## config.mk

```make
export PLATFORM = sky130hd
export DESIGN_NAME = calculator_display
export DESIGN_NICKNAME = d
export VERILOG_FILES = /design/src/rtl/calculator_display.sv
export SDC_FILE = /design/constraint.sdc
export NUM_CORES = 1
export LEC_CHECK = 0
export ABC_AREA = 1
export BUFFER_PORTS_ARGS = -buffer_cell sky130_fd_sc_hd__buf_2
export CAP_MARGIN = 40
export CELL_PAD_IN_SITES_DETAIL_PLACEMENT = 2
export CELL_PAD_IN_SITES_GLOBAL_PLACEMENT = 2
export CORE_ASPECT_RATIO = 0.7
export CORE_MARGIN = 1
export CORE_UTILIZATION = 35
export CTS_BUF_LIST = sky130_fd_sc_hd__clkbuf_4
export DETAILED_ROUTE_END_ITERATION = 16
export PLACE_DENSITY = 0.82
export RECOVER_POWER = 50
export SLEW_MARGIN = 10
export SYNTH_ARGS = -nofsm -noshare
export SYNTH_HDL_FRONTEND = slang
export SYNTH_SLANG_ARGS = --single-unit
```

## constraint.sdc

```tcl
create_clock -name clk -period 2 [get_ports clk]
set_input_delay 0.4 -clock clk [delete_from_list [all_inputs] [get_ports clk]]
set_output_delay 0.4 -clock clk [all_outputs]
set_load 0.005 [all_outputs]
```

## src/rtl/calculator_display.sv

```systemverilog
// calculator_display: latches a signed 16-bit result and converts it to BCD
// one double-dabble shift per clock. The result is shown on a 4-digit,
// active-low, multiplexed seven-segment display with leading-zero blanking,
// a minus sign and an "Err" pattern for values outside -999..9999.
module calculator_display #(
  parameter int SCAN_DIV = 4
) (
  input  logic        clk,
  input  logic        reset,
  input  logic [15:0] value_in,
  input  logic        value_valid,
  output logic        busy,
  output logic [6:0]  seg,
  output logic [3:0]  anode
);

  localparam int CW = $clog2(SCAN_DIV);

  typedef enum logic [1:0] {
    ST_IDLE   = 2'd0,
    ST_CHECK  = 2'd1,
    ST_SHIFT  = 2'd2,
    ST_COMMIT = 2'd3
  } state_t;

  state_t          state_q, state_d;
  logic [15:0]     hold_q, hold_d;
  logic [15:0]     mag_q, mag_d;
  logic [15:0]     bcd_q, bcd_d;
  logic [3:0]      sh_cnt_q, sh_cnt_d;
  logic            neg_q, neg_d;
  logic            err_q, err_d;
  logic            busy_q, busy_d;
  logic [15:0]     disp_bcd_q, disp_bcd_d;
  logic            disp_neg_q, disp_neg_d;
  logic            disp_err_q, disp_err_d;
  logic [CW-1:0]   scan_cnt_q, scan_cnt_d;
  logic [1:0]      scan_idx_q, scan_idx_d;
  logic [6:0]      seg_q, seg_d;
  logic [3:0]      anode_q, anode_d;

  logic            in_range_s;
  logic [15:0]     abs_s;
  logic [15:0]     adj_s;

  // Add 3 to every BCD nibble that is 5 or more (double-dabble correction).
  function automatic logic [15:0] dabble_adj(input logic [15:0] b);
    logic [15:0] r;
    r = b;
    for (int k = 0; k < 4; k++) begin
      if (b[k*4 +: 4] >= 4'd5) begin
        r[k*4 +: 4] = b[k*4 +: 4] + 4'd3;
      end else begin
        r[k*4 +: 4] = b[k*4 +: 4];
      end
    end
    return r;
  endfunction

  // Active-low gfedcba code for a decimal digit.
  function automatic logic [6:0] digit_seg(input logic [3:0] d);
    logic [6:0] s;
    case (d)
      4'd0:    s = 7'h40;
      4'd1:    s = 7'h79;
      4'd2:    s = 7'h24;
      4'd3:    s = 7'h30;
      4'd4:    s = 7'h19;
      4'd5:    s = 7'h12;
      4'd6:    s = 7'h02;
      4'd7:    s = 7'h78;
      4'd8:    s = 7'h00;
      4'd9:    s = 7'h10;
      default: s = 7'h7F;
    endcase
    return s;
  endfunction

  // Glyph for one digit position: error pattern, digit, minus or blank.
  function automatic logic [6:0] glyph(input logic [1:0] idx, input logic [15:0] bcd,
                                       input logic neg, input logic err);
    logic [6:0] s;
    logic [3:0] dig;
    logic [1:0] msd;
    s = 7'h7F;
    case (idx)
      2'd0:    dig = bcd[3:0];
      2'd1:    dig = bcd[7:4];
      2'd2:    dig = bcd[11:8];
      default: dig = bcd[15:12];
    endcase
    if (bcd[15:12] != 4'd0) begin
      msd = 2'd3;
    end else if (bcd[11:8] != 4'd0) begin
      msd = 2'd2;
    end else if (bcd[7:4] != 4'd0) begin
      msd = 2'd1;
    end else begin
      msd = 2'd0;
    end
    if (err) begin
      case (idx)
        2'd3:    s = 7'h06;
        2'd2:    s = 7'h2F;
        2'd1:    s = 7'h2F;
        default: s = 7'h7F;
      endcase
    end else if (idx <= msd) begin
      s = digit_seg(dig);
    end else if (neg && ({1'b0, idx} == ({1'b0, msd} + 3'd1))) begin
      s = 7'h3F;
    end else begin
      s = 7'h7F;
    end
    return s;
  endfunction

  // Range check, magnitude and dabble correction of the current accumulator.
  always_comb begin
    in_range_s = ($signed(hold_q) >= -16'sd999) && ($signed(hold_q) <= 16'sd9999);
    abs_s      = hold_q[15] ? (16'd0 - hold_q) : hold_q;
    adj_s      = dabble_adj(bcd_q);
  end

  // FSM state register.
  always_ff @(posedge clk or negedge reset) begin
    if (!reset) begin
      state_q <= ST_IDLE;
    end else begin
      state_q <= state_d;
    end
  end

  // FSM next-state logic.
  always_comb begin
    state_d = state_q;
    case (state_q)
      ST_IDLE: begin
        if (value_valid) begin
          state_d = ST_CHECK;
        end else begin
          state_d = ST_IDLE;
        end
      end
      ST_CHECK: begin
        if (in_range_s) begin
          state_d = ST_SHIFT;
        end else begin
          state_d = ST_COMMIT;
        end
      end
      ST_SHIFT: begin
        if (sh_cnt_q == 4'd15) begin
          state_d = ST_COMMIT;
        end else begin
          state_d = ST_SHIFT;
        end
      end
      ST_COMMIT: state_d = ST_IDLE;
      default:   state_d = ST_IDLE;
    endcase
  end

  // FSM outputs: conversion datapath, display registers and busy.
  always_comb begin
    hold_d     = hold_q;
    mag_d      = mag_q;
    bcd_d      = bcd_q;
    sh_cnt_d   = sh_cnt_q;
    neg_d      = neg_q;
    err_d      = err_q;
    disp_bcd_d = disp_bcd_q;
    disp_neg_d = disp_neg_q;
    disp_err_d = disp_err_q;
    case (state_q)
      ST_IDLE: begin
        if (value_valid) begin
          hold_d = value_in;
        end else begin
          hold_d = hold_q;
        end
      end
      ST_CHECK: begin
        sh_cnt_d = 4'd0;
        bcd_d    = 16'd0;
        if (in_range_s) begin
          mag_d = abs_s;
          neg_d = hold_q[15];
          err_d = 1'b0;
        end else begin
          mag_d = 16'd0;
          neg_d = 1'b0;
          err_d = 1'b1;
        end
      end
      ST_SHIFT: begin
        bcd_d    = {adj_s[14:0], mag_q[15]};
        mag_d    = {mag_q[14:0], 1'b0};
        sh_cnt_d = sh_cnt_q + 4'd1;
      end
      ST_COMMIT: begin
        disp_bcd_d = bcd_q;
        disp_neg_d = neg_q;
        disp_err_d = err_q;
      end
      default: begin
        hold_d = hold_q;
      end
    endcase
    busy_d = (state_d != ST_IDLE);
  end

  // Conversion datapath and display registers.
  always_ff @(posedge clk or negedge reset) begin
    if (!reset) begin
      hold_q     <= 16'd0;
      mag_q      <= 16'd0;
      bcd_q      <= 16'd0;
      sh_cnt_q   <= 4'd0;
      neg_q      <= 1'b0;
      err_q      <= 1'b0;
      busy_q     <= 1'b0;
      disp_bcd_q <= 16'd0;
      disp_neg_q <= 1'b0;
      disp_err_q <= 1'b0;
    end else begin
      hold_q     <= hold_d;
      mag_q      <= mag_d;
      bcd_q      <= bcd_d;
      sh_cnt_q   <= sh_cnt_d;
      neg_q      <= neg_d;
      err_q      <= err_d;
      busy_q     <= busy_d;
      disp_bcd_q <= disp_bcd_d;
      disp_neg_q <= disp_neg_d;
      disp_err_q <= disp_err_d;
    end
  end

  // Scan timing and the segment/anode pattern for the digit currently lit.
  always_comb begin
    if (scan_cnt_q == CW'(SCAN_DIV - 1)) begin
      scan_cnt_d = '0;
      scan_idx_d = scan_idx_q + 2'd1;
    end else begin
      scan_cnt_d = scan_cnt_q + CW'(1);
      scan_idx_d = scan_idx_q;
    end
    seg_d   = glyph(scan_idx_q, disp_bcd_q, disp_neg_q, disp_err_q);
    anode_d = ~(4'b0001 << scan_idx_q);
  end

  // Scan counters and registered display outputs.
  always_ff @(posedge clk or negedge reset) begin
    if (!reset) begin
      scan_cnt_q <= '0;
      scan_idx_q <= 2'd0;
      seg_q      <= 7'h7F;
      anode_q    <= 4'hF;
    end else begin
      scan_cnt_q <= scan_cnt_d;
      scan_idx_q <= scan_idx_d;
      seg_q      <= seg_d;
      anode_q    <= anode_d;
    end
  end

  assign busy  = busy_q;
  assign seg   = seg_q;
  assign anode = anode_q;

endmodule

```

==> impl_metrics.yaml <==
run_status:
  status: "finished, violations left"
  failed_checks: "negative setup slack"
timing:
  skew_ps: 34.9
  slew_violations: 0
  timing.slew.headroom: 0.428
  finalCritPeriodShare: 1.13
  setup_violations: 7
  min_period_ps: 2250
  max_clock_freq_ghz: 0.444
  setup_ws_ps: -253
  final_hold_viol_count: 0
  rsz0062_at_grt: "yes"
  fin_hold_ws_ps: 163
  worst_slew_pin_slew_ps: 858
placement:
  dp_slack_ps: -211
  place_congestion: 0.828
  io_buffers: 30
  dpl.hpwl_um: 10600
  place_area_um2: 5270
synthesis:
  synth_top_area_cell: "dfrtp_1"
  ys_ff_latch: 90
  synthArstFlopShare: 1.00
  yosys_warnings: 0
  yosysMostFrequentCell: "nand2_1"
  synth_area_leaders: "dfrtp_1 (42%), ha_1 (8.2%), nand2_1 (7.3%)"
  synthFlopType: "dfrtp_1"
  syn_inst: 560
  ys_types: 37
  synthesis.nets: 610
  synthMuxAreaShare: 0.00955
  synth_edf_count: 0
  synth_top_area_share: 0.419
  synth_top_family_by_area: "simple AND/OR/NAND/NOR gates"
  synth_common_cells: "nand2_1 (92), inv_1 (84), dfrtp_1 (79), nor2_1 (73), o21ai_0 (42)"
  synth-xor-area-share: 0.0260
  syn_area_um2: 4720
  synth_compound_area_frac: 0.141
  ys_seq_area_frac: 0.480
  synth_fa_ha_area_frac: 0.0822
  postSynthAreaPerCell_um2: 8.42
  synth-simple-area-share: 0.178
critical_path:
  cp_cell_sequence: "buf_6 -> ha_4 -> inv_1 -> o21ai_1 -> nor2_2 -> nor2_2 -> buf_4 -> ha_1 -> inv_1 -> nand2_1 -> nand2_2 -> nor2_4 -> nor2_2 -> nor2_1"
  crit_top_cell: "nor2_2"
  required_ps: 2410
  timing.critical_path.buf_inv: 4
  critPathKind: "register to register"
  reg2reg_depth: 14
  worst_path_max_delay_cell: "dfrtp_2"
  crit-reg2reg-launch: "scan_idx_q[0]$_DFFE_PN0P_"
  endpoint_kind: "register"
  crit_path_start_kind: "register"
  path_delay_family: "simple AND/OR/NAND/NOR gates"
  r2r-end: "seg[0]$_DFF_PN1_"
  max_stage_delay_ps: 500
  worstPathArrival_ps: 2670
  crit_fanout: 4
  regToRegSetupSlack_ps: -250
route:
  drt_iter0_drc: 220
  vias: 4296
  avgViaCountPerCell: 5.30
  routedWlPerCell_um: 23.4
  drt_wl_total_um: 19000
  first_pass_iters: 5
  drc_errors: 0
  detail-route-antenna-nets: 0
global_routing:
  grt.met1_usage: 0.300
  grt_antenna_before_repair: 0
  busiest_layer: "met2"
  met3_usage: 0.0477
  grt_pass1_vias: 4684
  grtUsageTotal: 0.249
  grt_max_degree: 37
  grt_pass1_wl_um: 26200
  gr-total-overflow: 0
  grt.met2_usage: 0.450
die:
  ioPinCount: 31
  start_util: 0.359
  dieHeight_um: 99.1
  coreArea_um2: 13100
  rows: 35
  die-area_um2: 14000
  die_w_um: 141
cts:
  clkLatencyLatePin_ps: 470
  numCtsBuffers: 9
  cts_tree: "built"
  clock_sink_count: 90
  htreeDepth: 3
  clock_path_buffers: 2
  cts-root-buf: "clkbuf_4"
  cts.clk_slew.worst_paths_ps: 160
run:
  maxCapViolCount: 0
pwr:
  total_power_w: 0.00821
  p_leak_nw: 2.77
  power_density_nw_per_um2: 1390
  vdd_ir_drop_max_mv: 0.687
layout:
  area_delta_synth_final_pct: 25.4
  fin_nets: 689
  layout-drive-gt1-share: 0.278
  final_area_um2: 5920
  fin_util: 0.450
worst_hold_path:
  holdPathEnd: "hold_q[8]$_DFFE_PN0P_"
  min_path_type: "primary input to register"
  hp-start: "value_in[8]"
  min_path_cells: 2
-- sequential cells by signal (all words and copies together) (netlist names) --
| signal | cells |
|---|---|
| disp_neg_q | 1 |
| disp_bcd_q | 16 |
| bcd_q | 16 |
| disp_err_q | 1 |
| err_q | 1 |
| scan_idx_q | 2 |
| neg_q | 1 |
| busy | 1 |
| mag_q | 16 |
| scan_cnt_q | 2 |
| hold_q | 16 |
| state_q | 2 |
| seg | 7 |
| anode | 4 |
| sh_cnt_q | 4 |
-- power breakdown --
part | switching [W] | internal, W | total (W)
sequential | 0.000511 | 0.00242 | 0.00293
combinational | 0.00273 | 0.00149 | 0.00422
clock | 0.000676 | 0.000386 | 0.00106
-- cell families (layout without fill, tap and decap cells) --
kind of cell | Yosys count | after routing
compound gates | 118 | 118
xor+xnor | 14 | 14
fa+ha+maj | 31 | 31
buf+inv | 101 | 185
flops | 90 | 90
mux | 4 | 4
other cells | 0 | 1
simple gates | 202 | 202
-- cells in the final DEF, fill, tap and decap left out, types with 2 or more instances in the layout --
| cell type | netlist | routed |
|---|---|---|
| nand4_1 | 2 | 2 |
| o21ai_1 | 2 | 3 |
| buf_12 | 0 | 2 |
| buf_2 | 3 | 29 |
| nor2_1 | 73 | 58 |
| dfrtp_2 | 0 | 2 |
| dfrtp_1 | 79 | 77 |
| o21bai_1 | 8 | 8 |
| ha_2 | 0 | 2 |
| xor2_1 | 13 | 12 |
| or2_1 | 2 | 2 |
| ha_4 | 0 | 9 |
| o21ai_0 | 42 | 40 |
| nand2_1 | 92 | 84 |
| clkinv_4 | 0 | 2 |
| clkinv_1 | 1 | 4 |
| inv_2 | 2 | 4 |
| nand2_2 | 6 | 8 |
| ha_1 | 31 | 20 |
| o22ai_1 | 20 | 19 |
| nand3_2 | 0 | 2 |
| mux2_2 | 4 | 4 |
| nand3_1 | 15 | 13 |
| nor2_4 | 0 | 3 |
| nor3_1 | 3 | 3 |
| a21oi_1 | 39 | 39 |
| buf_4 | 1 | 44 |
| clkbuf_2 | 0 | 3 |
| buf_6 | 0 | 2 |
| nand2_4 | 2 | 8 |
| inv_1 | 84 | 76 |
| inv_4 | 1 | 5 |
| o22ai_4 | 0 | 2 |
| clkbuf_4 | 0 | 10 |
| dfstp_2 | 11 | 11 |
| nor2_2 | 2 | 14 |
-- worst register-to-register path: stages (launching register included) --
cell,delay (ps)
dfrtp_2,500
buf_6,130
ha_4,130
inv_1,70
o21ai_1,240
nor2_2,90
nor2_2,180
buf_4,180
ha_1,160
inv_1,50
nand2_1,80
nand2_2,100
nor2_4,120
nor2_2,50
nor2_1,100
-- how the worst max path moves through the flow --
| stage | from | slack (ps) | endpoint | cells past startpoint |
|---|---|---|---|---|
| after floorplan | scan_idx_q[0]$_DFFE_PN0P_ | 100 | seg[3]$_DFF_PN1_ | 12 |
| after global placement | disp_bcd_q[10]$_DFFE_PN0N_ | -4 | seg[1]$_DFF_PN1_ | 11 |
| after detailed placement | disp_bcd_q[12]$_DFFE_PN0N_ | -210 | seg[1]$_DFF_PN1_ | 11 |
| after CTS | disp_bcd_q[15]$_DFFE_PN0N_ | -60 | seg[1]$_DFF_PN1_ | 11 |
| after global routing | scan_idx_q[0]$_DFFE_PN0P_ | -330 | seg[5]$_DFF_PN1_ | 13 |
| final | scan_idx_q[0]$_DFFE_PN0P_ | -250 | seg[0]$_DFF_PN1_ | 14 |
-- area by class of cell --
| class | instances | area [um2] |
|---|---|---|
| timing repair buffer | 81 | 563 |
| inverter | 88 | 353 |
| multi-input combinational | 369 | 2390 |
| antenna | 1 | 2.50 |
| clock buffer | 10 | 75.1 |
| clock inverter | 6 | 57.6 |
| sequential | 90 | 2270 |
| fill | 1442 | 7220 |
| tap | 166 | 208 |
-- timing repair --
action,in CTS,in global routing
setup endpoints to repair,15,13
hold endpoints to repair,26,0
buffers inserted,9,11
gates resized for setup,42,45
pin swaps,19,22
hold buffers,1,0
-- layer usage --
metal	share of wire	vias to the layer above
met5	0	-
met4	0.035	0
met3	0.037	40
met2	0.50	93
met1	0.43	2212
li1	-	1951
-- per-stage QoR --
stage | TNS, ps | instances
after floorplan | 0 | 560
after global placement | -3.76 | 773
after detailed placement | -1060 | 773
after CTS | -135 | 799
after global routing | -1830 | 810
final | -1400 | 811
(Power assumes the default switching activity.)
